<file path="config.mk">
export PLATFORM = sky130hd
export DESIGN_NAME = mmio_ports_flat
export DESIGN_NICKNAME = d
export VERILOG_FILES = /design/src/rtl/mmio_ports_if.sv /design/src/rtl/mmio_ports.sv /design/src/flat_wrapper.sv
export SDC_FILE = /design/constraint.sdc
export NUM_CORES = 1
export LEC_CHECK = 0
export BUFFER_PORTS_ARGS = -buffer_cell sky130_fd_sc_hd__buf_2
export CAP_MARGIN = 20
export CORE_AREA = 2 2 84 86
export CTS_BUF_LIST = sky130_fd_sc_hd__clkbuf_4 sky130_fd_sc_hd__clkbuf_8
export CTS_CLUSTER_SIZE = 40
export DETAILED_ROUTE_END_ITERATION = 16
export DIE_AREA = 0 0 86 88
export GPL_TIMING_DRIVEN = 0
export MAX_ROUTING_LAYER = met4
export PLACE_DENSITY = 0.74
export SYNTH_ARGS = -nofsm -noshare
export SYNTH_HDL_FRONTEND = slang
export SYNTH_SLANG_ARGS = --single-unit
export TNS_END_PERCENT = 100
</file>
<file path="constraint.sdc">
create_clock -name CLK -period 1.5 [get_ports CLK]
set_input_delay 0 -clock CLK [delete_from_list [all_inputs] [get_ports CLK]]
set_output_delay 0 -clock CLK [all_outputs]
set_load 0.1 [all_outputs]
</file>
<file path="src/rtl/mmio_ports_if.sv">
// Bus-side interface of the memory-mapped I/O port block.
// The register file drives the address, data and strobes (master);
// the port block returns read data and the window hit (slave).
interface mmio_ports_if #(
  parameter int DATA_W = 8,
  parameter int ADDR_W = 16
);
  logic [ADDR_W-1:0] ADDRESS;
  logic [DATA_W-1:0] WDATA;
  logic              STORE;
  logic              LOAD;
  logic [DATA_W-1:0] RDATA;
  logic              HIT;

  modport master (
    output ADDRESS, WDATA, STORE, LOAD,
    input  RDATA, HIT
  );

  modport slave (
    input  ADDRESS, WDATA, STORE, LOAD,
    output RDATA, HIT
  );
endinterface

</file>
<file path="src/rtl/mmio_ports.sv">
// Memory-mapped I/O ports: N_OUT writable output registers, N_IN
// synchronized input channels with sticky change flags (write-1-to-clear),
// an interrupt enable mask and a registered interrupt request.
// Window layout from BASE_ADDR: OUT[0..N_OUT-1], IN[0..N_IN-1], CHG, IEN.
module mmio_ports #(
  parameter int                DATA_W      = 8,
  parameter int                ADDR_W      = 16,
  parameter logic [ADDR_W-1:0] BASE_ADDR   = 16'hFF00,
  parameter int                N_OUT       = 3,
  parameter int                N_IN        = 2,
  parameter int                SYNC_STAGES = 2
) (
  input  logic                    CLK,
  input  logic                    RESET,
  mmio_ports_if.slave             bus,
  input  logic [N_IN*DATA_W-1:0]  IN_PORTS,
  output logic [N_OUT*DATA_W-1:0] OUT_PORTS,
  output logic                    IRQ
);

  localparam int                WIN     = N_OUT + N_IN + 2;
  localparam logic [ADDR_W-1:0] OFF_CHG = ADDR_W'(N_OUT + N_IN);
  localparam logic [ADDR_W-1:0] OFF_IEN = ADDR_W'(N_OUT + N_IN + 1);

  logic [ADDR_W-1:0] offset;
  logic              hit;
  logic              wr_en;
  logic              rd_en;
  logic [DATA_W-1:0] in_mask;
  logic [DATA_W-1:0] rd_mux;
  logic [DATA_W-1:0] chg_set;
  logic [DATA_W-1:0] chg_clr;

  logic [DATA_W-1:0] out_q  [N_OUT];
  logic [DATA_W-1:0] out_d  [N_OUT];
  logic [DATA_W-1:0] sync_q [N_IN][SYNC_STAGES];
  logic [DATA_W-1:0] sync_d [N_IN][SYNC_STAGES];
  logic [DATA_W-1:0] hist_q [N_IN];
  logic [DATA_W-1:0] hist_d [N_IN];
  logic [DATA_W-1:0] chg_q, chg_d;
  logic [DATA_W-1:0] ien_q, ien_d;
  logic [DATA_W-1:0] rdata_q, rdata_d;
  logic              irq_q, irq_d;

  // Address decode: offset wraps modulo 2^ADDR_W, so addresses below the base never hit.
  always_comb begin
    offset = bus.ADDRESS - BASE_ADDR;
    hit    = (offset < ADDR_W'(WIN));
    wr_en  = bus.STORE & hit;
    rd_en  = bus.LOAD & ~bus.STORE;
    for (int i = 0; i < DATA_W; i++) begin
      in_mask[i] = (i < N_IN);
    end
  end

  // Read multiplexer over the whole window; IN reads the last synchronizer stage.
  always_comb begin
    rd_mux = '0;
    for (int k = 0; k < N_OUT; k++) begin
      if (offset == ADDR_W'(k)) rd_mux = out_q[k];
    end
    for (int k = 0; k < N_IN; k++) begin
      if (offset == ADDR_W'(N_OUT + k)) rd_mux = sync_q[k][SYNC_STAGES-1];
    end
    if (offset == OFF_CHG) rd_mux = chg_q;
    if (offset == OFF_IEN) rd_mux = ien_q;
  end

  // Next-state for output registers, synchronizers, history and change flags.
  always_comb begin
    chg_set = '0;
    for (int k = 0; k < N_OUT; k++) begin
      out_d[k] = out_q[k];
      if (wr_en && offset == ADDR_W'(k)) out_d[k] = bus.WDATA;
    end
    for (int k = 0; k < N_IN; k++) begin
      sync_d[k][0] = IN_PORTS[k*DATA_W +: DATA_W];
      for (int s = 1; s < SYNC_STAGES; s++) begin
        sync_d[k][s] = sync_q[k][s-1];
      end
      hist_d[k]  = sync_q[k][SYNC_STAGES-1];
      chg_set[k] = (sync_q[k][SYNC_STAGES-1] != hist_q[k]);
    end
    chg_clr = (wr_en && offset == OFF_CHG) ? (bus.WDATA & in_mask) : '0;
    chg_d   = ((chg_q & ~chg_clr) | chg_set) & in_mask;
    ien_d   = (wr_en && offset == OFF_IEN) ? (bus.WDATA & in_mask) : ien_q;
    irq_d   = |(chg_q & ien_q);
    rdata_d = rdata_q;
    if (rd_en) rdata_d = hit ? rd_mux : '0;
  end

  // State registers; reset clears every flop and drops any access in flight.
  always_ff @(posedge CLK or negedge RESET) begin
    if (!RESET) begin
      for (int k = 0; k < N_OUT; k++) out_q[k] <= '0;
      for (int k = 0; k < N_IN; k++) begin
        for (int s = 0; s < SYNC_STAGES; s++) sync_q[k][s] <= '0;
        hist_q[k] <= '0;
      end
      chg_q   <= '0;
      ien_q   <= '0;
      rdata_q <= '0;
      irq_q   <= 1'b0;
    end else begin
      for (int k = 0; k < N_OUT; k++) out_q[k] <= out_d[k];
      for (int k = 0; k < N_IN; k++) begin
        for (int s = 0; s < SYNC_STAGES; s++) sync_q[k][s] <= sync_d[k][s];
        hist_q[k] <= hist_d[k];
      end
      chg_q   <= chg_d;
      ien_q   <= ien_d;
      rdata_q <= rdata_d;
      irq_q   <= irq_d;
    end
  end

  // Output packing: channel k occupies bits [k*DATA_W +: DATA_W].
  always_comb begin
    OUT_PORTS = '0;
    for (int k = 0; k < N_OUT; k++) begin
      OUT_PORTS[k*DATA_W +: DATA_W] = out_q[k];
    end
  end

  assign bus.HIT   = hit;
  assign bus.RDATA = rdata_q;
  assign IRQ       = irq_q;

endmodule

</file>
<file path="src/flat_wrapper.sv">
// flat-port wrapper written by rule: the top's interface ports become plain ports
module mmio_ports_flat 
#(
  parameter int                DATA_W      = 8,
  parameter int                ADDR_W      = 16,
  parameter logic [ADDR_W-1:0] BASE_ADDR   = 16'hFF00,
  parameter int                N_OUT       = 3,
  parameter int                N_IN        = 2,
  parameter int                SYNC_STAGES = 2
)
  (CLK, RESET, IN_PORTS, OUT_PORTS, IRQ, bus_ADDRESS, bus_WDATA, bus_STORE, bus_LOAD, bus_RDATA, bus_HIT);
  mmio_ports_if #(.DATA_W(DATA_W), .ADDR_W(ADDR_W)) bus_i ();
  input  logic CLK;
  input  logic RESET;
  input  logic [N_IN*DATA_W-1:0] IN_PORTS;
  output logic [N_OUT*DATA_W-1:0] OUT_PORTS;
  output logic IRQ;
  input wire logic [$bits(bus_i.ADDRESS)-1:0] bus_ADDRESS;
  input wire logic [$bits(bus_i.WDATA)-1:0] bus_WDATA;
  input wire logic [$bits(bus_i.STORE)-1:0] bus_STORE;
  input wire logic [$bits(bus_i.LOAD)-1:0] bus_LOAD;
  output wire logic [$bits(bus_i.RDATA)-1:0] bus_RDATA;
  output wire logic [$bits(bus_i.HIT)-1:0] bus_HIT;
  assign bus_i.ADDRESS = bus_ADDRESS;
  assign bus_i.WDATA = bus_WDATA;
  assign bus_i.STORE = bus_STORE;
  assign bus_i.LOAD = bus_LOAD;
  assign bus_RDATA = bus_i.RDATA;
  assign bus_HIT = bus_i.HIT;
  mmio_ports #(.DATA_W(DATA_W), .ADDR_W(ADDR_W), .BASE_ADDR(BASE_ADDR), .N_OUT(N_OUT), .N_IN(N_IN), .SYNC_STAGES(SYNC_STAGES)) u_core (.CLK(CLK), .RESET(RESET), .bus(bus_i), .IN_PORTS(IN_PORTS), .OUT_PORTS(OUT_PORTS), .IRQ(IRQ));
endmodule
</file>
==> impl_results.md <==
- Status: finished with violations
- Failing checks: setup timing
- Met2 global-route usage: roughly a third
- Routed vias: 2359
- Crit path setup slack, layout: -0.557 ns
- Drt first-iter violations: 245
- Register bit total from synthesis: between 80 and 90
- Skew-Pair Late Insertion Delay: 0.34 ns
- Power density cells: 933 nW/um2
- Row count: 30
- Fill count: 477
- Startpoint types: primary input
- Final setup violation count: 33
- Unrepaired setup endpoints after global routing: true
- Die height: around 88 um
- FF-to-FF Start: u_core.hist_d[1]
- First-pass GRT wire length: 11700 um
- Wirelength per Cell: between 15 and 20 um
- Main area contributors after synthesis: dfrtp_1, mux2_2, xnor2_1
- Drt first pass iters: 4
- Total track usage: 21.6%
- Antenna cells: 0
- Met3 GRT Util: 6.41%
- Worst-margin pin slew: around 0.63 ns
- Initial antenna violation count: 0
- Hpwl dp: 4750 um
- Max VDD drop: 0.000677 V
- Tightest Hold Check Type: in2reg
- Seq/Total Area, Yosys: between 60 and 70%
- Worst r2r path cells: 5
- Met1 usage: 28.3%
- Via/cell ratio: ~5.4
- Max incr delay on CP: 0.54 ns
- Clock slew at the register clock pins of the worst setup and hold paths: around 0.080 ns
- CTS Buf Count: 9
- Post-Route WL: approximately 7400 um
- Warning count from the yosys run: 0
- Fmax: slightly below 500 MHz
- Vias in the first global route: approximately 2300
- Worst Hold Depth: 3
- Max-cap violation count: 0
- Leak pwr: about 2.1 nW
- Critical Path Source: bus_ADDRESS[6]
- Critical path fanouts, max: 8
- Worst Path Required: 1.73 ns
- Final worst path period need: 2.06 ns
- Worst hold margin: around 0.025 ns
- CP Class: in2reg
- Clock root buffer: clkbuf_8
- TritonCTS clock tree: done
- GR peak layer: met2
- Max Slew Vio Count: 0
- Area Overhead vs Synth: 35.4%
- Die area: 7570 um2
- RePlAce Congestion: 0.877
- Antenna Nets Post-Route: 0
- Grt total ovfl: 0
- Post-Syn Instances: about 230
- Post-Place Cells: 385
- Crit share post-route: 137%
- Final hold violation count: 0
- Design area: 4400 um2
- Port-buffer cells: 75
- Crit. End Element: flop
- Final Skew: between 0.005 and 0.006 ns
- Hold_sp: bus_STORE
- Critical Path, Cell by Cell: buf_6 -> or4b_4 -> or4_4 -> or3b_4 -> or3_4 -> mux2_4
- Synth area leader: dfrtp_1
- Mapped Area: 3250 um2
- IO Pins: 78
- Top-area cell type share of the netlist area: 65.5%
- Layout cells sized above 1: 40.8%
- Crit-path slowest cell: or4b_4
- Initial Util: 48.9%
- Core area: between 6000 and 7000 um2
- Nets: ~390
- DRC viols: 0
- CTS sink cnt: 85
- Die W: around 86 um
- DP Area: 3760 um2
- Worst path arrival time: 2.29 ns
- Non-Filler Instances: 433
- Dpl ws: -1.01 ns
- Syn_nets: between 200 and 300
- Final core occ: between 60 and 70%
- Largest buffer count on any clock path: 2
- Syn Area/Cell: 14.2 um2
- Slew HR: between 50% and 60%
- Post-synthesis cell type count: 33
- H-tree levels: 3
- Pin count of the biggest net entering global routing: 65
[where the power goes]
part / internal (W) / switching, W / total (W)
logic: 0.000152 / 0.000162 / 0.000315
clock network: 0.000625 / 0.000764 / 0.00139
registers: 0.00235 / 0.0000396 / 0.00239
[flip-flops by register name, summed over array words and instances, names as in the netlist]
name,cells
u_core.sync_d,16
u_core.IRQ,1
u_core.hist_d,16
u_core.bus.RDATA,8
u_core.hist_q,16
u_core.chg_q,2
u_core.ien_q,2
u_core.OUT_PORTS,24
[synthesized netlist by cell type]
master	instances
nand2b_1	3
or3_1	1
nand3_1	2
or2_2	1
a211o_1	8
nand4_1	10
or4_4	1
a22o_1	1
a311o_2	1
mux2i_1	2
mux2_2	18
nand2_1	7
buf_1	1
and3_1	2
o221ai_1	6
mux2_4	8
nor2b_1	9
a21oi_1	2
or3_2	1
xnor2_1	16
clkbuf_1	8
or4b_4	1
a32oi_1	2
o21ai_0	12
dfrtp_1	85
a311o_1	2
or3b_4	1
nor2_2	2
nor2_1	4
buf_6	1
a31oi_1	1
nor3_1	4
a22oi_1	6
[worst paths after layout]
path / end / slack [ns]
worst max-delay path: u_core.OUT_PORTS[4] / -0.56
worst min-delay path: u_core.chg_q[1] / 0.03
worst max register to register: u_core.bus.RDATA[1] / 0.06
worst min register to register: u_core.hist_d[12] / 0.35
max in group asynchronous: u_core.hist_d[14] / 0.84
min in group asynchronous: u_core.chg_q[1] / 0.08
[logic make-up (layout without fill, tap and decap cells)]
| kind of cell | count (synthesis) | after routing | share of synthesized area (%) |
|---|---|---|---|
| compound gates | 41 | 41 | 9.29 |
| xor+xnor | 16 | 16 | 4.32 |
| buf+inv | 10 | 134 | 1.39 |
| flops | 85 | 85 | 65.5 |
| mux | 28 | 28 | 10.6 |
| simple gates | 49 | 49 | 8.94 |
[critical path, delay by kind of cell]
family        cells  cell delay, ns
simple gates      4            1.87
buf+inv           1            0.09
mux               1            0.33
[cell type report]
| class | instances | area, um2 | area share [%] |
|---|---|---|---|
| Sequential cell | 85 | 2130 | 48.4 |
| Multi-Input combinational cell | 134 | 1170 | 26.6 |
| Timing Repair Buffer | 111 | 800 | 18.2 |
| Clock buffer | 10 | 138 | 3.13 |
| Tap cell | 80 | 100 | 2.28 |
| Buffer | 9 | 33.8 | 0.769 |
| Clock inverter | 4 | 26.3 | 0.598 |
[through the flow]
step	power, W	setup TNS (ns)
2_1_floorplan	0.00254	-18.25
3_3_place_gp	0.00268	-43.12
3_5_place_dp	0.00269	-28.18
4_1_cts	0.00412	-13.73
5_1_grt	0.00429	-15.22
6_report	0.00410	-15.21
[what timing repair did]
action,CTS,global route
gates resized for setup,38,2
cloned,0,0
pin swaps,10,0
endpoints found under the hold margin,127,0
buffers inserted,11,1
endpoints found under the setup margin,31,33
hold buffers,25,0
[routing by layer]
layer  wire [um]  part of all wire [%]  vias up
met3         545                   7.4       10
met1        3080                    42     1168
met2        3640                    49      107
met5           0                     0        -
met4         102                   1.4        0
li1            -                     -     1074
[layout by cell type (no fill, tap or decap), types with 3 or more instances in the layout]
cell type	count
dfrtp_1	83
buf_2	72
dlygate4sd3_1	25
xnor2_1	16
mux2_4	16
nand4_1	10
mux2_2	10
clkbuf_8	10
nor2b_1	9
clkbuf_1	8
a211o_1	8
nand2_1	7
buf_6	7
o221ai_1	6
a22oi_1	6
o21ai_2	5
nor2_1	4
o21ai_0	4
nor3_1	3
nand2b_1	3
o21ai_1	3
buf_4	3
buf_12	3
(Power assumes the default switching activity.)
